==> config.mk <==
export PLATFORM = sky130hd
export DESIGN_NAME = ray_job_sched
export DESIGN_NICKNAME = d
export VERILOG_FILES = /design/src/rtl/ray_job_sched.sv
export SDC_FILE = /design/constraint.sdc
export NUM_CORES = 1
export LEC_CHECK = 0
export CAP_MARGIN = 20
export CELL_PAD_IN_SITES_DETAIL_PLACEMENT = 1
export CELL_PAD_IN_SITES_GLOBAL_PLACEMENT = 2
export CORE_AREA = 2 2 465 467
export CTS_CLUSTER_DIAMETER = 60
export DETAILED_ROUTE_END_ITERATION = 8
export DIE_AREA = 0 0 467 469
export DONT_BUFFER_PORTS = 1
export PLACE_DENSITY_LB_ADDON = 0.1
export RECOVER_POWER = 100
export SYNTH_ARGS = -nofsm -noshare
export SYNTH_HDL_FRONTEND = slang
export SYNTH_SLANG_ARGS = --single-unit
==> constraint.sdc <==
create_clock -name sdr_clk -period 3.9 [get_ports sdr_clk]
set_input_delay 0.78 -clock sdr_clk [delete_from_list [all_inputs] [get_ports sdr_clk]]
set_output_delay 0.78 -clock sdr_clk [all_outputs]
set_load 0.01 [all_outputs]
==> src/rtl/ray_job_sched.sv <==
// Ray batch sequencer for the SDRAM bridge: fetch a 480-bit ray record, hand it to
// the intersector, collect its 64-bit result and write it back, one ray at a time.
module ray_job_sched #(
  parameter int          NUM_RAYS_W = 16,
  parameter logic [31:0] RD_BASE    = 32'h0000_0000,
  parameter logic [31:0] WR_BASE    = 32'h0010_0000,
  parameter logic [31:0] RAY_STRIDE = 32'd60,
  parameter logic [31:0] RES_STRIDE = 32'd8,
  parameter int          TMO_CYC    = 65535
) (
  input  logic                  sdr_clk,
  input  logic                  sdr_reset_n,
  input  logic                  start,
  input  logic [NUM_RAYS_W-1:0] num_rays,
  output logic                  busy,
  output logic                  done,
  output logic                  error,
  output logic [NUM_RAYS_W-1:0] rays_done,
  output logic                  sdr_readstart,
  output logic [31:0]           sdr_readaddr,
  input  logic [479:0]          sdr_readdata,
  input  logic                  sdr_readend,
  output logic                  ix_valid,
  input  logic                  ix_ready,
  output logic [479:0]          ix_ray,
  input  logic                  res_valid,
  output logic                  res_ready,
  input  logic [63:0]           res_data,
  output logic                  sdr_writestart,
  output logic [31:0]           sdr_writeaddr,
  output logic [63:0]           sdr_writedata,
  input  logic                  sdr_writeend
);

  localparam int TW = $clog2(TMO_CYC + 1);

  typedef enum logic [3:0] {
    S_IDLE, S_RD_REQ, S_RD_WAIT, S_ISSUE, S_RES_WAIT,
    S_WR_REQ, S_WR_WAIT, S_NEXT, S_DONE, S_ERR
  } state_t;

  state_t                state_q;
  logic                  rd_end_q, wr_end_q;
  logic [TW-1:0]         tmo_q;
  logic [NUM_RAYS_W-1:0] num_q, cnt_q;
  logic [31:0]           rd_addr_q, wr_addr_q;
  logic                  busy_q, done_q, err_q, rs_q, ws_q, ixv_q, rr_q;
  logic [479:0]          ray_q;
  logic [63:0]           wd_q;
  logic                  rd_rise, wr_rise, tmo_hit;

  // Only a rising end flag counts; a level left high by an earlier transfer is ignored.
  assign rd_rise = sdr_readend  & ~rd_end_q;
  assign wr_rise = sdr_writeend & ~wr_end_q;
  assign tmo_hit = (32'(tmo_q) + 32'd1) >= 32'(TMO_CYC);

  always_ff @(posedge sdr_clk or negedge sdr_reset_n) begin
    if (!sdr_reset_n) begin
      state_q   <= S_IDLE;
      rd_end_q  <= 1'b0;
      wr_end_q  <= 1'b0;
      tmo_q     <= '0;
      num_q     <= '0;
      cnt_q     <= '0;
      rd_addr_q <= '0;
      wr_addr_q <= '0;
      busy_q    <= 1'b0;
      done_q    <= 1'b0;
      err_q     <= 1'b0;
      rs_q      <= 1'b0;
      ws_q      <= 1'b0;
      ixv_q     <= 1'b0;
      rr_q      <= 1'b0;
      ray_q     <= '0;
      wd_q      <= '0;
    end else begin
      rd_end_q <= sdr_readend;
      wr_end_q <= sdr_writeend;
      done_q   <= 1'b0;
      rs_q     <= 1'b0;
      ws_q     <= 1'b0;
      case (state_q)
        S_IDLE: if (start) begin
          err_q     <= 1'b0;
          cnt_q     <= '0;
          num_q     <= num_rays;
          rd_addr_q <= RD_BASE;
          wr_addr_q <= WR_BASE;
          if (num_rays == '0) state_q <= S_DONE;
          else begin
            busy_q  <= 1'b1;
            rs_q    <= 1'b1;
            state_q <= S_RD_REQ;
          end
        end
        S_RD_REQ: begin
          tmo_q   <= '0;
          state_q <= S_RD_WAIT;
        end
        S_RD_WAIT: begin
          if (rd_rise) begin
            ray_q   <= sdr_readdata;
            ixv_q   <= 1'b1;
            state_q <= S_ISSUE;
          end else if (tmo_hit) begin
            err_q   <= 1'b1;
            state_q <= S_ERR;
          end else if (tmo_q != '1) tmo_q <= tmo_q + 1'b1;
        end
        S_ISSUE: if (ix_ready) begin
          ixv_q   <= 1'b0;
          rr_q    <= 1'b1;
          state_q <= S_RES_WAIT;
        end
        S_RES_WAIT: if (res_valid) begin
          wd_q    <= res_data;
          rr_q    <= 1'b0;
          ws_q    <= 1'b1;
          state_q <= S_WR_REQ;
        end
        S_WR_REQ: begin
          tmo_q   <= '0;
          state_q <= S_WR_WAIT;
        end
        S_WR_WAIT: begin
          if (wr_rise) begin
            cnt_q     <= cnt_q + 1'b1;
            rd_addr_q <= rd_addr_q + RAY_STRIDE;
            wr_addr_q <= wr_addr_q + RES_STRIDE;
            state_q   <= S_NEXT;
          end else if (tmo_hit) begin
            err_q   <= 1'b1;
            state_q <= S_ERR;
          end else if (tmo_q != '1) tmo_q <= tmo_q + 1'b1;
        end
        S_NEXT: begin
          if (cnt_q == num_q) state_q <= S_DONE;
          else begin
            rs_q    <= 1'b1;
            state_q <= S_RD_REQ;
          end
        end
        S_DONE: begin
          done_q  <= 1'b1;
          busy_q  <= 1'b0;
          state_q <= S_IDLE;
        end
        S_ERR: begin
          busy_q  <= 1'b0;
          state_q <= S_IDLE;
        end
        default: state_q <= S_IDLE;
      endcase
    end
  end

  assign busy           = busy_q;
  assign done           = done_q;
  assign error          = err_q;
  assign rays_done      = cnt_q;
  assign sdr_readstart  = rs_q;
  assign sdr_readaddr   = rd_addr_q;
  assign ix_valid       = ixv_q;
  assign ix_ray         = ray_q;
  assign res_ready      = rr_q;
  assign sdr_writestart = ws_q;
  assign sdr_writeaddr  = wr_addr_q;
  assign sdr_writedata  = wd_q;

endmodule

==> results_tabular.tex, run 1 <==
\begin{tabular}{lr}
\hline
Metric & Value \\
\hline
\multicolumn{2}{l}{\textbf{Pwr}} \\
Worst IR drop on VDD & 0.000398 V \\
Internal & 19.2 mW \\
Share of power burned in combinational logic & 0.158 \\
Fraction of power consumed by the clock network & 0.338 \\
Static Leakage & 13.4 nW \\
Power density cells & 907 nW/um\^{}2 \\
Power spent charging and discharging nets & 11.3 mW \\
Share of total power consumed by net switching & 0.370 \\
Portion of total power attributed to sequential cells & 0.504 \\
Tot Pwr & 30.5 mW \\
\multicolumn{2}{l}{\textbf{STA}} \\
Setup repair after global routing missed its margin & no \\
Number of hold-slack violations in the final timing report & 0 \\
Setup TNS Final & 0 ps \\
\# setup viols final & 0 \\
Max\_slew headroom & -0.659 \\
Shortest period the worst path allows & 3220 ps \\
Setup clock skew after layout & 27.5 ps \\
Share of the clock period used by the worst path after layout & 0.825 \\
Transition time at the pin with the least slew margin & 2490 ps \\
Maximum operating frequency & 311 MHz \\
Max Slew Vio Count & 378 \\
\multicolumn{2}{l}{\textbf{Placement}} \\
Number of cells after detailed placement & 4597 \\
Port buffer count & 0 \\
Global placer's final weighted congestion & 0.796 \\
HPWL after detailed placement & 102000 microns \\
\multicolumn{2}{l}{\textbf{Cells and area}} \\
Fraction of layout instances using a drive strength above 1 & 0.383 \\
Area Growth Syn to Fin & 27.7\% \\
Count of nets after finishing & 2448 \\
Final standard cell count with taps included and fillers excluded & 4847 \\
\multicolumn{2}{l}{\textbf{Setup path}} \\
Setup Crit Path Kind & reg -> reg \\
Endpoint required time on the critical path & 4510 ps \\
Maximum fanout encountered on the critical timing path & 87 \\
Critical-path cell with the highest stage delay & and4b\_1 \\
Crit-path cells & buf\_4 -> nor2\_1 -> and4b\_1 -> buf\_12 -> buf\_12 -> mux2\_2 \\
Total buffers and inverters traversed by the critical path & 3 \\
Worst reg2reg path startpoint & state\_q[0]\$\_DFFE\_PN0P\_ \\
Data arrival time of the critical path & 3830 ps \\
Worst-case reg-to-reg path depth & 6 \\
Endpoint kind of the worst setup timing path & flip-flop \\
Kind of cell with the highest combined delay on the critical path & simple AND/OR/NAND/NOR gates \\
Worst reg2reg setup slack & 680 ps \\
Max incr delay on CP & 720 ps \\
Destination of the worst register-to-register timing path & ix\_ray[265]\$\_DFFE\_PN0P\_ \\
CP startpoint kind & flip-flop \\
Most used cell, CP & buf\_12 \\
\multicolumn{2}{l}{\textbf{Clock network}} \\
Number of buffers added by the clock tree synthesis step & 107 \\
Number of buffers on the longest clock path & 3 \\
Count of H-tree levels built during CTS & 3 \\
Clock network latency to the later pin of the worst-skew pair & 740 ps \\
\# Post-CTS Setup Buffers & 0 \\
TritonCTS clock tree & built \\
Root buffer cell & clkbuf\_16 \\
Clock-pin slew on the worst setup and hold paths & 50 ps \\
Clock sink count & 664 \\
\multicolumn{2}{l}{\textbf{Global route}} \\
Largest net degree at the start of global routing & 665 \\
Wire length of the first global-routing pass & 171000 microns \\
Number of global-route vias before repair & 17610 \\
Overflow left after global routing & 0 \\
Gr usage total & 0.115 \\
Antenna violations before repair & 145 \\
\multicolumn{2}{l}{\textbf{Yosys}} \\
Avg Cell Area, Syn & 14.4 sq um \\
Unique cell type count in the Yosys netlist & 54 \\
Share of Yosys cell area claimed by the top area cell type & 0.631 \\
Post-synthesis async set-or-reset flop share & 1.00 \\
Number of cells produced by synthesis & 1832 \\
Part of the Yosys area used for sequential elements & 0.631 \\
Ranking of synthesized cells by area & dfrtp\_1, mux2\_2, xor2\_1 \\
Cell taking the most area after synthesis & dfrtp\_1 \\
Commonest register cell after synthesis & dfrtp\_1 \\
Number of flip-flops and latches in the synthesized netlist & 664 \\
Number of synthesis warnings & 0 \\
Number of enable-type register cells in the synthesized netlist & 0 \\
Summed instance area of the synthesized netlist & 26300 sq um \\
\multicolumn{2}{l}{\textbf{Drt}} \\
Count of TritonRoute iterations in the first routing pass & 4 \\
Final wirelength & 131000 microns \\
Via density per instance & 3.34 \\
Number of design rule violations left after detail routing & 0 \\
DR iter-0 viols & 742 \\
WL/cell & 27.1 microns \\
Total via count in the routed design & 16201 \\
Antenna violation net count after detailed routing & 0 \\
\multicolumn{2}{l}{\textbf{Floorplan}} \\
Die footprint & 219000 sq um \\
Die span in x & 467 microns \\
Starting Density & 0.123 \\
IO Pins & 1198 \\
Core area & 214000 sq um \\
Core Rows & 170 \\
Y dimension of the die & 469 microns \\
\multicolumn{2}{l}{\textbf{Run status}} \\
Status & complete, but fails checks \\
Violated checks & capacitance limit, slew limit \\
\multicolumn{2}{l}{\textbf{Hold path}} \\
Worst hold start & num\_rays[11] \\
Hold Path Cell Cnt & 2 \\
Worst Hold Class & in -> reg \\
Worst Hold End & num\_q[11]\$\_DFFE\_PN0P\_ \\
\multicolumn{2}{l}{\textbf{Flow run}} \\
Max-cap violation count & 3 \\
\hline
\end{tabular}
==> routing by layer <==
layer  share of wire  track usage  vias up  routed length, microns
met5          0.0037            0        -                     486
met4           0.029       0.0366       70                    3840
met3            0.14       0.0717      318                   18100
met2            0.51        0.199      968                   66700
met1            0.32        0.112     8221                   42200
li1                -            -     6624                       -
==> cells by family (layout without fill, tap and decap cells) <==
logic type | after synthesis | after routing | share of synthesized area
flops | 664 | 664 | 0.631
mux | 545 | 545 | 0.233
simple gates | 344 | 344 | 0.0643
buf+inv | 115 | 248 | 0.0207
compound gates | 80 | 80 | 0.0219
xor+xnor | 78 | 78 | 0.0260
fa+ha+maj | 5 | 5 | 0.00238
other cells | 1 | 45 | 0.000143
==> registers in the layout, indices dropped and copies added (netlist names), 4 cells and up <==
| name | flops |
|---|---|
| ix_ray | 480 |
| rays_done | 16 |
| num_q | 16 |
| state_q | 4 |
| sdr_readaddr | 30 |
| tmo_q | 16 |
| sdr_writedata | 64 |
| sdr_writeaddr | 29 |
==> layout make-up <==
| cell class | count | area, sq um |
|---|---|---|
| Clock buffer | 143 | 2990 |
| Antenna cell | 40 | 100 |
| Timing Repair Buffer | 29 | 315 |
| Clock inverter | 59 | 826 |
| Tap cell | 2838 | 3550 |
| Multi-Input combinational cell | 1057 | 9140 |
| Fill cell | 23846 | 180000 |
| Sequential cell | 664 | 16600 |
| Inverter | 17 | 63.8 |
==> layout by cell type (no fill, tap or decap), types with 8 or more instances in the layout <==
cell / instances
dfrtp_1: 664
nand3_1: 46
nand2_1: 104
nor4_1: 11
or4_1: 12
xor2_1: 57
clkinv_2: 15
clkbuf_16: 108
inv_1: 17
diode_2: 40
buf_4: 9
nand2b_1: 8
nand4_1: 27
clkbuf_1: 25
nor3_1: 8
bufinv_16: 15
or3_1: 13
o21ai_0: 20
clkinvlp_4: 10
xnor2_1: 21
o211ai_1: 16
clkbuf_8: 16
nor2_1: 88
mux2_2: 544
a21oi_1: 17
and3_1: 8
==> metrics by stage <==
| stage | util | cell area, sq um | hold WS [ps] | setup WS [ps] |
|---|---|---|---|---|
| final | 0.157 | 33600 | 149 | 683 |
| after detailed placement | 0.139 | 29600 | 489 | 835 |
| after global routing | 0.157 | 33500 | 97.5 | 426 |
| after CTS | 0.157 | 33500 | -346 | 1010 |
| after global placement | 0.139 | 29600 | 485 | 816 |
| after floorplan | - | 26300 | 466 | 1430 |
==> power groups by stage <==
stage	sequential, mW	clock, mW	combinational (mW)
global placement	15.9	0	4.62
global route	15.9	11.0	5.41
detailed placement	15.7	0	4.82
floorplan	13.0	0	4.02
finish	15.4	10.3	4.82
CTS	15.7	10.8	4.81
==> worst register-to-register path: cells and delay by family, from the launching register on <==
kind                   cells  cell delay (ps)
buffers and inverters      3              900
and+or+nand+nor            2             1240
DFF                        1              350
muxes                      1              580
==> cell usage after synthesis (all sizes together) (7+ instances only) <==
library cell  instances
dfrtp               664
mux2                544
nand2               104
nor2                 88
buf                  71
xor2                 57
nand3                46
nand4                29
clkbuf               27
o21ai                21
xnor2                21
a21oi                17
inv                  17
o211ai               16
or3                  13
or4                  12
nor4                 11
nor3                  9
and3                  8
nand2b                8
and4                  7
==> how the worst max path moves through the flow <==
stage | cells after the start | end | start | slack (ps)
floorplan | 6 | sdr_writeaddr[30]$_DFFE_PN0P_ | sdr_writeend | 1430
global placement | 7 | sdr_readaddr[27]$_DFFE_PN0P_ | sdr_writeend | 820
detailed placement | 7 | sdr_readaddr[27]$_DFFE_PN0P_ | sdr_writeend | 840
CTS | 9 | tmo_q[1]$_DFFE_PN0P_ | tmo_q[0]$_DFFE_PN0P_ | 1010
global route | 9 | sdr_readaddr[31]$_DFFE_PN0P_ | state_q[0]$_DFFE_PN0P_ | 430
finish | 6 | ix_ray[265]$_DFFE_PN0P_ | state_q[0]$_DFFE_PN0P_ | 680
==> repair_timing <==
item	CTS	global route
endpoints found under the hold margin	666	81
gates resized for setup	0	0
hold buffers	2	2
No activity file was read; power rests on OpenSTA's default activity.
==> inputs of run 2 (changes only) <==
==> constraint.sdc (replaced) <==
create_clock -name sdr_clk -period 2.6 [get_ports sdr_clk]
set_input_delay 0.52 -clock sdr_clk [delete_from_list [all_inputs] [get_ports sdr_clk]]
set_output_delay 0.52 -clock sdr_clk [all_outputs]
set_load 0.01 [all_outputs]
==> results_tabular.tex, run 2 (synthesis gave the netlist of run 1 again) <==
\begin{tabular}{lr}
\hline
Metric & Value \\
\hline
\multicolumn{2}{l}{\textbf{Setup path}} \\
Crit-path cells & buf\_6 -> inv\_1 -> ha\_4 -> nor2\_2 -> o2111ai\_1 -> a21oi\_2 -> o2111ai\_2 -> o31ai\_4 -> buf\_12 -> buf\_4 -> nand4b\_1 -> nand3\_1 \\
Max incr delay on CP & 460 ps (-260 ps) \\
Endpoint kind of the worst setup timing path & flip-flop \\
Endpoint required time on the critical path & 3180 ps (-1330 ps) \\
Worst-case reg-to-reg path depth & 12 (+6) \\
Crit path depth & 12 (+6) \\
Total buffers and inverters traversed by the critical path & 4 (+1) \\
Maximum fanout encountered on the critical timing path & 7 (-92\%) \\
Data arrival time of the critical path & 3060 ps (-770 ps) \\
Kind of cell with the highest combined delay on the critical path & compound AO/OA/AOI/OAI gates \\
Setup Crit Path Kind & reg -> reg \\
CP startpoint kind & flip-flop \\
Worst reg2reg path startpoint & tmo\_q[0]\$\_DFFE\_PN0P\_ \\
Worst reg2reg setup slack & 120 ps (-560 ps) \\
Critical-path cell with the highest stage delay & o31ai\_4 \\
Destination of the worst register-to-register timing path & tmo\_q[8]\$\_DFFE\_PN0P\_ \\
\multicolumn{2}{l}{\textbf{Run status}} \\
Violated checks & hold timing, capacitance limit, slew limit \\
Status & complete, but fails checks \\
\multicolumn{2}{l}{\textbf{Floorplan}} \\
Core Rows & 170 (unchanged) \\
Y dimension of the die & 469 microns (unchanged) \\
IO Pins & 1198 (unchanged) \\
Die footprint & 219000 sq um (unchanged) \\
Core area & 214000 sq um (unchanged) \\
Die span in x & 467 microns (unchanged) \\
Starting Density & 0.123 (unchanged) \\
\multicolumn{2}{l}{\textbf{Global route}} \\
Number of global-route vias before repair & 20979 (+19\%) \\
Largest net degree at the start of global routing & 665 (unchanged) \\
Wire length of the first global-routing pass & 180000 microns (+4.7\%) \\
Overflow left after global routing & 0 (unchanged) \\
Antenna violations before repair & 50 (-66\%) \\
Gr usage total & 0.117 (+0.00166) \\
\multicolumn{2}{l}{\textbf{Placement}} \\
Number of cells after detailed placement & 4688 (+2.0\%) \\
Port buffer count & 0 (unchanged) \\
Global placer's final weighted congestion & 0.820 (+3.0\%) \\
HPWL after detailed placement & 104000 microns (+2.8\%) \\
\multicolumn{2}{l}{\textbf{Drt}} \\
Final wirelength & 134000 microns (+1.6\%) \\
Antenna violation net count after detailed routing & 0 (unchanged) \\
DR iter-0 viols & 535 (-28\%) \\
Count of TritonRoute iterations in the first routing pass & 4 (unchanged) \\
WL/cell & 24.4 microns (-10\%) \\
Total via count in the routed design & 18480 (+14\%) \\
Number of design rule violations left after detail routing & 0 (unchanged) \\
Via density per instance & 3.37 (+0.91\%) \\
\multicolumn{2}{l}{\textbf{Pwr}} \\
Power spent charging and discharging nets & 17.5 mW (+55\%) \\
Share of power burned in combinational logic & 0.186 (+0.028) \\
Share of total power consumed by net switching & 0.372 (+0.00192) \\
Static Leakage & 16.1 nW (+20\%) \\
Worst IR drop on VDD & 0.000515 V (+29\%) \\
Fraction of power consumed by the clock network & 0.324 (-0.014) \\
Portion of total power attributed to sequential cells & 0.491 (-0.013) \\
Internal & 29.5 mW (+53\%) \\
Tot Pwr & 46.9 mW (+54\%) \\
Power density cells & 1180 nW/um\^{}2 (+30\%) \\
\multicolumn{2}{l}{\textbf{Clock network}} \\
TritonCTS clock tree & built \\
Count of H-tree levels built during CTS & 3 (unchanged) \\
Clock sink count & 664 (unchanged) \\
CTS Hold Buffers Added & 563 (+561) \\
Clock-pin slew on the worst setup and hold paths & 60 ps (about the same) \\
Clock network latency to the later pin of the worst-skew pair & 730 ps (about the same) \\
Number of buffers added by the clock tree synthesis step & 106 (-0.93\%) \\
Root buffer cell & clkbuf\_16 \\
Number of buffers on the longest clock path & 3 (unchanged) \\
\multicolumn{2}{l}{\textbf{STA}} \\
Shortest period the worst path allows & 2480 ps (-738 ps) \\
\# setup viols final & 0 (unchanged) \\
Transition time at the pin with the least slew margin & 1650 ps (-843 ps) \\
Setup clock skew after layout & 33.7 ps (+6.23 ps) \\
Maximum operating frequency & 403 MHz (+30\%) \\
Number of hold-slack violations in the final timing report & 141 (+141) \\
Max\_slew headroom & -0.0974 (+0.562) \\
Hold\_ws & -223 ps (-372 ps) \\
Share of the clock period used by the worst path after layout & 0.954 (+0.129) \\
Max Slew Vio Count & 155 (-59\%) \\
Setup TNS Final & 0 ps (unchanged) \\
Setup repair after global routing missed its margin & yes \\
\multicolumn{2}{l}{\textbf{Cells and area}} \\
Area Growth Syn to Fin & 51.6\% \\
Post-layout utilization of the core & 0.187 (+0.0294) \\
Leading cell type in the layout, fill and taps excluded & dfrtp\_1 \\
Count of nets after finishing & 3102 (+27\%) \\
Filler cells & 23817 (-0.12\%) \\
Fraction of layout instances using a drive strength above 1 & 0.321 (-0.0619) \\
Flip-flop count of the largest register, all copies and words added & 480 (unchanged) \\
Most frequent cells in the layout & dfrtp\_1, dlygate4sd3\_1, mux2\_2 \\
Final standard cell count with taps included and fillers excluded & 5479 (+13\%) \\
\multicolumn{2}{l}{\textbf{Hold path}} \\
Worst Hold Class & in -> async \\
\multicolumn{2}{l}{\textbf{Flow run}} \\
Max-cap violation count & 1 (-2) \\
\hline
\end{tabular}
run 2: worst max-delay path by stage:
stage	from	endpoint	slack, ps
6_report	tmo_q[0]$_DFFE_PN0P_	tmo_q[8]$_DFFE_PN0P_	120
2_1_floorplan	tmo_q[1]$_DFFE_PN0P_	tmo_q[7]$_DFFE_PN0P_	350
3_3_place_gp	state_q[1]$_DFFE_PN0P_	ix_ray[465]$_DFFE_PN0P_	-180
5_1_grt	tmo_q[0]$_DFFE_PN0P_	tmo_q[8]$_DFFE_PN0P_	-30
3_5_place_dp	state_q[1]$_DFFE_PN0P_	ix_ray[463]$_DFFE_PN0P_	-180
4_1_cts	state_q[1]$_DFFE_PN0P_	tmo_q[11]$_DFFE_PN0P_	40
run 2: worst register-to-register path: cells and delay by family, from the launching register on:
family | cells | cell delay (ps)
AO/OA/AOI/OAI | 4 | 890
adder cells (fa/ha/maj) | 1 | 220
buffers and inverters | 4 | 540
flip-flops | 1 | 400
AND/OR/NAND/NOR | 3 | 300
run 2: area by class of cell:
type	count	area [sq um]	area share
tap	2838	3550	0.0890
clock buffer	137	2930	0.0735
clock inverter	64	832	0.0209
antenna	18	45.0	0.00113
inverter	17	63.8	0.00160
timing repair buffer	684	6640	0.166
sequential	664	16600	0.417
multi-input combinational	1057	9210	0.231
run 2: through the flow:
stage | area [sq um] | setup WS (ps)
2_1_floorplan | 26300 | 354
6_report | 39900 | 121
4_1_cts | 39800 | 35.9
5_1_grt | 39900 | -30.2
3_5_place_dp | 30400 | -177
3_3_place_gp | 30400 | -180
run 2: power by group through the flow:
| stage | Sequential (mW) | Combinational [mW] | Clock [mW] |
|---|---|---|---|
| final | 23.0 | 8.72 | 15.2 |
| after global routing | 23.8 | 9.67 | 16.3 |
| after CTS | 23.4 | 8.60 | 15.8 |
| after detailed placement | 23.5 | 7.78 | 0 |
| after global placement | 23.7 | 7.50 | 0 |
| after floorplan | 19.5 | 6.03 | 0 |
run 2: timing repair:
| item | 4_1_cts | 5_1_grt |
|---|---|---|
| gates resized for setup | 1 | 13 |
| buffers inserted | 1 | 3 |
| hold endpoints to repair | 1228 | 146 |
| gates cloned | 0 | 1 |
| endpoints found under the setup margin | 345 | 17 |
| pin swaps | 1 | 3 |
run 2: metal layers:
layer,vias to the layer above,global-route usage,share of wire
li1,7899,-,-
met1,9521,0.123,0.36
met2,874,0.203,0.51
met3,168,0.0581,0.11
met4,18,0.0326,0.021
met5,-,0,0.00086
==> edit: new RTL, config.mk and constraints of run 2 <==
`RAY_STRIDE`: 32'd60 -> 32'd30.
--- a/src/rtl/ray_job_sched.sv
+++ b/src/rtl/ray_job_sched.sv
@@ -6,3 +6,3 @@
   parameter logic [31:0] WR_BASE    = 32'h0010_0000,
-  parameter logic [31:0] RAY_STRIDE = 32'd60,
+  parameter logic [31:0] RAY_STRIDE = 32'd30,
   parameter logic [31:0] RES_STRIDE = 32'd8,
Function: no difference found for any inputs over 4 cycles, from zero or initial values and one cycle with sdr_reset_n low; that may be too few to reach the edited logic, so the function may still have changed.
==> edit against run 2 <==
Design area rose by 0.44%. Global-route usage rose by 0.21 points. Fmax fell by 4.1%. Sequential cell count rose by 1. Clock skew rose by 0.025 ns. Setup slack got worse by 0.11 ns. Power barely moved. Routed wire length rose by 2.3%. Synthesized area rose by 0.52%. Critical endpoint is now ix_ray[114]$_DFFE_PN0P_. Largest cell class unchanged. Largest power group unchanged.
==> edit: results (changes against run 2) <==
status=finished, final reports clean; top post-synthesis cells by count=dfrtp_1 (665), mux2_2 (480), nand2_1 (302); drt first pass iters=4 (unchanged); clock root cell=clkbuf_16; port bufs=0 (unchanged); Post-Synth XOR/XNOR Area=2.65% (+0.053 points); initial antenna violation count=49 (-2.0%); Worst VDD drop=524 uV (+1.7%); WL/cell=24.3 um (-0.43%); DRC Markers=0 (unchanged); Iter 0 DRT Violations=617 (+15%); area share of fa/ha/maj cells after synthesis=0.237% (-0.0012 points); Leak Pwr=16.4 nW (+2.1%); GP Congestion=0.784 (-4.3%); mux contribution to synthesized area=20.5% (-2.8 points); sequential fraction of the synthesis area=62.9% (-0.23 points); Hold Crit Class=primary input to flop; compound-cell area share of the yosys netlist=1.96% (-0.23 points); first-pass GRT wire length=182,000 um (+1.2%); Nets=3,241 (+4.5%); worst-path fanout max=156 (+149); post-synth top area share=62.9% (-0.23 points); vias in the first global route=21,500 (+2.5%); Yosys warning count=0 (unchanged); main flop type after synthesis=dfrtp_1; largest cells by area after synthesis=dfrtp_1 (63%), mux2_2 (20%), nand2_1 (4.3%); H-tree depth=3 (unchanged); Total GRT Usage=11.9% (+0.21 points); max reg flops=480 (unchanged); CTS Buffer Depth=3 (unchanged); largest net degree at the start of global routing=666 (+0.15%); ratio of cells with drive above 1 in the final layout=28.2% (-3.9 points); drt via density=3.37 (about the same); FFs w/ async S/R, synth=100% (unchanged); CTS Buf Count=109 (+2.8%); post-synth cell types=63 (+17%); Setup Skew=0.0590 ns (+0.0253 ns); Clock transition at path regs=approximately 0.05 ns; Max transition margin=28.2% (+38 points); clock latency at the later pin of the worst-skew pair=0.75 ns (+0.02 ns); DP HPWL=106,000 um (+1.5%)
==> edit: cell types whose count changed in the layout (fill, tap and decap cells not counted), moves of 8 or more <==
cell / change
nand2_1: +200
mux2_2: -64
buf_4: -14
xnor2_1: +14
xor2_1: -12
clkbuf_2: +10
buf_12: -9
diode_2: +8
==> edit: logic make-up (layout without fill, tap and decap cells) <==
logic type,Yosys count,in the layout
flops,665,665
other cells,1,30
mux,482,482
fa+ha+maj,5,5
simple gates,554,554
buf+inv,117,901
xor+xnor,80,80
compound gates,72,72
==> edit: report_power, final <==
group | total (mW) | internal, mW | switching, mW
logic | 8.57 | 4.86 | 3.71
clock network | 15.6 | 9.60 | 6.00
registers | 22.7 | 14.9 | 7.84
total | 46.9 | 29.3 | 17.6
==> edit: cell type report <==
class | instances | area (um2)
clock buffer | 137 | 2970
inverter | 13 | 48.8
timing repair buffer | 683 | 6530
antenna | 26 | 65.1
tap | 2838 | 3550
clock inverter | 68 | 922
multi-input combinational | 1197 | 9330
fill | 23900 | 174000
sequential | 665 | 16600
==> edit: repair_timing <==
action | CTS | global route
gates resized for setup | 0 | 12
endpoints found under the hold margin | 1232 | 355
hold buffers | 564 | 2
setup endpoints to repair | 0 | 18
buffers inserted | 0 | 1
==> edit: stage by stage <==
step	util (%)	instances	setup WS [ns]	hold WS, ns	cell area, um2
global route	18.7	5607	0.00896	0.0894	40000
global placement	14.3	4825	0.0730	0.247	30500
detailed placement	14.3	4825	0.0544	0.248	30500
floorplan	-	1979	0.193	0.224	26500
finish	18.7	5627	0.0145	0.143	40100
CTS	18.7	5594	0.0190	-0.613	40100
==> edit: worst paths after layout <==
kind	startpoint	endpoint	slack (ns)	cells after the start
max in group sdr_clk	state_q[1]$_DFFE_PN0P_	ix_ray[360]$_DFFE_PN0P_	0.13	5
worst min-delay path	ix_ready	state_q[1]$_DFFE_PN0P_	0.14	2
worst min register to register	num_q[0]$_DFFE_PN0P_	num_q[0]$_DFFE_PN0P_	0.50	2
min in group asynchronous	sdr_reset_n	ix_ray[202]$_DFFE_PN0P_	0.36	2
worst max-delay path	sdr_reset_n	ix_ray[114]$_DFFE_PN0P_	0.01	4
worst max register to register	state_q[1]$_DFFE_PN0P_	ix_ray[360]$_DFFE_PN0P_	0.13	5
==> edit: critical path, stage by stage <==
cell and delay (ns):
dlygate4sd3_1 0.62, buf_16 0.35, buf_16 0.47, buf_16 0.54
==> edit: per-layer routing <==
layer | share of wire (%) | up-vias | GRT usage, %
met5 | 0.084 | - | 0
met4 | 4.6 | 20 | 5.02
met3 | 11 | 248 | 5.43
met2 | 53 | 910 | 22.5
met1 | 31 | 9522 | 10.7
li1 | - | 8265 | -
